===== config.mk =====
export PLATFORM = sky130hd
export DESIGN_NAME = line_buffer_ctrl
export DESIGN_NICKNAME = d
export VERILOG_FILES = /design/src/rtl/line_buffer_ctrl.sv
export SDC_FILE = /design/constraint.sdc
export NUM_CORES = 1
export LEC_CHECK = 0
export CAP_MARGIN = 25
export CORE_UTILIZATION = 53
export CTS_CLUSTER_DIAMETER = 30
export DETAILED_ROUTE_END_ITERATION = 16
export GPL_TIMING_DRIVEN = 0
export PLACE_DENSITY = 0.93
export SYNTH_ARGS = -nofsm -noshare
export SYNTH_HDL_FRONTEND = slang
export SYNTH_SLANG_ARGS = --single-unit

===== constraint.sdc =====
create_clock -name clock -period 4 [get_ports clock]
set_clock_uncertainty 0.15 [all_clocks]
set_input_delay 1 -clock clock [delete_from_list [all_inputs] [get_ports clock]]
set_output_delay 1 -clock clock [all_outputs]
set_load 0.03 [all_outputs]

===== src/rtl/line_buffer_ctrl.sv =====
// Write-side sequencer for the 4-line video line buffer: turns captured pixels and
// line/frame strobes into RAM writes and holds off output timing until lines are buffered.
module line_buffer_ctrl #(
    parameter int H_ACTIVE    = 640,
    parameter int START_LINES = 2
) (
    input  logic        clock,
    input  logic        reset,
    input  logic        line_doubler,
    input  logic        add_line,
    input  logic        in_vsync,
    input  logic        in_hsync,
    input  logic        in_valid,
    input  logic [23:0] in_data,
    output logic [11:0] wraddr,
    output logic [31:0] wrdata,
    output logic        wren,
    output logic        starttrigger,
    output logic [9:0]  frame_lines
);

    localparam logic [1:0]  ST_IDLE   = 2'd0;
    localparam logic [1:0]  ST_FILL   = 2'd1;
    localparam logic [1:0]  ST_RUN    = 2'd2;
    localparam logic [10:0] H_LIMIT   = 11'(H_ACTIVE);
    localparam logic [1:0]  START_CNT = 2'(START_LINES);

    logic [1:0]  state_q, state_d;
    logic [1:0]  fill_q, fill_d;
    logic [9:0]  x_q, x_d;
    logic [1:0]  line_q, line_d;
    logic [9:0]  tally_q, tally_d;
    logic [9:0]  frame_q, frame_d;
    logic        ld_q, al_q;
    logic [11:0] wraddr_q, wraddr_d;
    logic [31:0] wrdata_q, wrdata_d;
    logic        wren_q, wren_d;
    logic        trig_q, trig_d;

    logic        mode_chg_s;
    logic [9:0]  x_eff_s;
    logic [1:0]  fill_inc_s;
    logic        accept_s;

    // Strobes act before a coincident pixel, so the pixel sees the post-strobe position.
    always_comb begin
        mode_chg_s = (line_doubler != ld_q) || (add_line != al_q);
        if (in_vsync || in_hsync) begin
            x_eff_s = 10'd0;
        end else begin
            x_eff_s = x_q;
        end
        if (in_vsync) begin
            line_d = 2'd0;
        end else if (in_hsync) begin
            line_d = line_q + 2'd1;
        end else begin
            line_d = line_q;
        end
        if (fill_q == 2'd3) begin
            fill_inc_s = 2'd3;
        end else begin
            fill_inc_s = fill_q + 2'd1;
        end
    end

    // Priming state machine; a mode change overrides any strobe in the same cycle.
    always_comb begin
        state_d = state_q;
        fill_d  = fill_q;
        if (mode_chg_s) begin
            state_d = ST_IDLE;
            fill_d  = 2'd0;
        end else begin
            case (state_q)
                ST_IDLE: begin
                    if (in_vsync) begin
                        state_d = ST_FILL;
                        fill_d  = 2'd0;
                    end else begin
                        state_d = ST_IDLE;
                    end
                end
                ST_FILL: begin
                    if (in_vsync) begin
                        fill_d = 2'd0;
                    end else if (in_hsync) begin
                        fill_d = fill_inc_s;
                        if (fill_inc_s == START_CNT) begin
                            state_d = ST_RUN;
                        end else begin
                            state_d = ST_FILL;
                        end
                    end else begin
                        fill_d = fill_q;
                    end
                end
                ST_RUN: begin
                    state_d = ST_RUN;
                end
                default: begin
                    state_d = ST_IDLE;
                    fill_d  = 2'd0;
                end
            endcase
        end
    end

    // Pixel acceptance, write port and line/frame counters.
    always_comb begin
        accept_s = in_valid && !mode_chg_s && (state_d != ST_IDLE)
                   && ({1'b0, x_eff_s} < H_LIMIT);
        wren_d   = accept_s;
        wraddr_d = wraddr_q;
        wrdata_d = wrdata_q;
        x_d      = x_eff_s;
        if (accept_s) begin
            if (line_doubler) begin
                wraddr_d = {line_d, x_eff_s};
            end else begin
                wraddr_d = {2'b00, x_eff_s};
            end
            wrdata_d = {in_data, 8'h00};
            if (x_eff_s != 10'd1023) begin
                x_d = x_eff_s + 10'd1;
            end else begin
                x_d = x_eff_s;
            end
        end else begin
            x_d = x_eff_s;
        end
        trig_d  = (state_d == ST_RUN);
        frame_d = frame_q;
        tally_d = tally_q;
        if (in_vsync) begin
            frame_d = tally_q;
            tally_d = 10'd0;
        end else if (in_hsync && (tally_q != 10'd1023)) begin
            tally_d = tally_q + 10'd1;
        end else begin
            tally_d = tally_q;
        end
    end

    // State, counters and registered outputs.
    always_ff @(posedge clock or posedge reset) begin
        if (reset) begin
            state_q  <= ST_IDLE;
            fill_q   <= 2'd0;
            x_q      <= 10'd0;
            line_q   <= 2'd0;
            tally_q  <= 10'd0;
            frame_q  <= 10'd0;
            ld_q     <= 1'b0;
            al_q     <= 1'b0;
            wraddr_q <= 12'd0;
            wrdata_q <= 32'd0;
            wren_q   <= 1'b0;
            trig_q   <= 1'b0;
        end else begin
            state_q  <= state_d;
            fill_q   <= fill_d;
            x_q      <= x_d;
            line_q   <= line_d;
            tally_q  <= tally_d;
            frame_q  <= frame_d;
            ld_q     <= line_doubler;
            al_q     <= add_line;
            wraddr_q <= wraddr_d;
            wrdata_q <= wrdata_d;
            wren_q   <= wren_d;
            trig_q   <= trig_d;
        end
    end

    assign wraddr       = wraddr_q;
    assign wrdata       = wrdata_q;
    assign wren         = wren_q;
    assign starttrigger = trig_q;
    assign frame_lines  = frame_q;

endmodule


==> results by group <==
Placement
  – HPWL after DPL: 4650 um
  – Post-Place Setup Slack: 0.438 ns
  – GPL Wtd Cong: 0.782
  – Input/output buffers: 78
  – DP Area: 0.00433 mm2

Route
  – Iter 0 DRT Violations: 201
  – Routed Antenna Nets: 0
  – Drt pass-1 iters: 4
  – DR vias/cell: 5.41
  – Final wirelength: 6830 um
  – Routed via count: 2381
  – DRC violations left: 0
  – WL/cell: 15.5 um

Layout
  – Layout Nets: 393
  – Most common cell after layout, fill and taps aside: clkdlybuf4s50_1
  – Layout cells sized above 1: 22.5%
  – P&R area growth vs syn: 32.7%
  – Most frequent cells in the layout: 78 x clkdlybuf4s50_1, 76 x dfrtp_1, 28 x mux2_4
  – Final antenna diode count: 0
  – Post-Layout Inst Area: 0.00455 mm2

Run status
  – Run status: finished, final reports clean

STA
  – TNS Setup: 0 ns
  – Maximum clock rate: 306 MHz
  – RSZ-0062 raised after global routing: false
  – # setup viols final: 0
  – Fin. max-slew vios: 0
  – Worst slew pin tran: 0.890 ns
  – Final period util: 81.6%
  – Final Hold Viols: 0
  – Max-slew headroom: 40.7%
  – Setup ws final: 0.737 ns
  – Final critical-path required period: 3.26 ns

Job
  – Max Cap Viol: 0

Clock network
  – Clock Tree Buf Depth: 2
  – Reg clk slew, reported paths: 0.07 ns
  – TritonCTS clock tree: yes
  – Hold buffer count at cts: 0
  – Clock sink count: 76
  – CTS buffer count: 9
  – PostCTS Resize Cnt: 0
  – H-tree lvl count: 3
  – Clk root buf: clkbuf_8
  – Clk Latency, worst-skew pair: 0.34 ns
  – Setup Buffers After CTS: 0

Global route
  – Congestion Overflow GR: 0
  – Total Routing Usage GR: 22.6%
  – Antenna violations before repair: 0
  – Vias in the first global route: 2327
  – Largest net degree at the start of global routing: 77
  – First-pass GRT wire length: 11200 um

Worst setup path
  – Critical path arrival: 3.34 ns
  – CP Capture Type: flip-flop
  – Worst-path fanout max: 10
  – WP data required: 4.08 ns
  – Crit start category: input port
  – CP Class: input port to flip-flop

Synth
  – Synthesized instance count: 264
  – Synth warn: 0
  – Synth Register Bits: 76
  – Mapped Area: 0.00343 mm2
  – Post-Syn Area per Cell: 13.0 um2
  – Main flop type after synthesis: dfrtp_1
  – Seq/Total Area, Yosys: 55.5%
  – Fraction of registers with async set/reset: 100%
  – Number of synthesized flops with an enable pin: 0
  – Unique cell type count in the Yosys netlist: 44

Power
  – Pwr Total: 2.17 mW
  – VDD IR max: 0.464 mV
  – Power per cell area: 476 mW/mm2
  – Leakage power: 2.04 nW

Floorplan
  – Row count: 28
  – Chip Width: 82.4 um
  – Die Y: 82.4 um
  – Core Area: 0.00606 mm2
  – Die area: 0.00679 mm2
  – IO Count: 87
  – Initial Util: 56.5%

Worst hold path
  – Worst hold path class: flip-flop to flip-flop
[power by group]
group          internal [mW]  switching [mW]  total [mW]  leakage (nW)
combinational          0.298           0.314       0.612         0.924
sequential             0.863          0.0608       0.924          1.00
clock                  0.365           0.264       0.629         0.113
[worst paths after layout]
kind                       startpoint             end  slack (ns)  depth (start not counted)
max reg2reg                    x_q[9]          x_q[1]        2.03                          5
min                            x_q[9]          x_q[9]        0.34                          1
min in group asynchronous       reset  frame_lines[2]        1.05                          2
min reg2reg                    x_q[9]          x_q[9]        0.34                          1
max in group asynchronous       reset      tally_q[9]        2.07                          2
max                          in_vsync          x_q[6]        0.74                          8
[cells by family (layout without fill, tap and decap cells)]
| group | Yosys count | in the layout | synth area share [%] |
|---|---|---|---|
| muxes | 50 | 50 | 19.4 |
| adders and majority gates | 2 | 2 | 0.730 |
| and+or+nand+nor | 75 | 75 | 12.0 |
| DFF | 76 | 76 | 55.5 |
| buffers and inverters | 22 | 116 | 3.98 |
| other | 1 | 8 | 0.109 |
| xor gates and xnor gates | 10 | 10 | 2.56 |
| AOI/OAI and AO/OA | 28 | 28 | 5.77 |
[layout make-up]
type                    instances  area [um2]
clock inverters                 5        75.1
plain buffers                  19         125
multi-input cells             173        1420
flip-flops and latches         76        1900
well taps                      75        93.8
inverters                       3        13.8
clock buffers                  11         141
repair buffers                 78         781
fillers                       385        1510
[cells in the mapped netlist (3+ instances only)]
library cell / count / area [um2]
a21oi_1: 9 / 45.0
dfrtp_1: 76 / 1900
nor3_1: 10 / 50.1
nand3_1: 7 / 35.0
mux2i_1: 3 / 30.0
nor2_1: 16 / 60.1
inv_1: 3 / 11.3
xor2_1: 7 / 61.3
or3_1: 4 / 25.0
clkbuf_1: 7 / 26.3
mux2_2: 19 / 214
mux2_4: 28 / 420
buf_6: 3 / 33.8
buf_4: 8 / 60.1
o21ai_0: 5 / 25.0
xnor2_1: 3 / 26.3
o31ai_1: 5 / 37.5
and2_1: 9 / 56.3
nand2_1: 10 / 37.5
[flip-flops by register name, indices dropped and copies added (netlist names)]
signal	cells
fill_q	2
x_q	10
line_q	2
starttrigger	1
wraddr	12
ld_q	1
state_q	2
wrdata	24
al_q	1
wren	1
frame_lines	10
tally_q	10
[metrics by stage]
step / hold slack, ns / util (%) / std cells
6_report: 0.341 / 75.0 / 440
4_1_cts: 0.340 / 75.0 / 440
3_3_place_gp: 0.324 / 71.4 / 424
2_1_floorplan: 0.306 / - / 271
3_5_place_dp: 0.323 / 71.4 / 424
5_1_grt: 0.362 / 75.0 / 440
[per-layer routing]
layer | vias up | global-route usage [%] | share of wire, %
met5 | - | 0 | 0
met4 | 0 | 7.37 | 1.5
met3 | 11 | 8.02 | 6.5
met2 | 93 | 34.0 | 49
met1 | 1167 | 30.5 | 43
li1 | 1110 | - | -
[worst max-delay path: stages]
cell	delay, ns
clkdlybuf4s50_1	0.47
clkbuf_1	0.24
nor2_1	0.44
and2_1	0.28
ha_1	0.24
nand2_1	0.07
nor4_1	0.23
mux2_2	0.37
No activity file was read; power rests on OpenSTA's default activity.
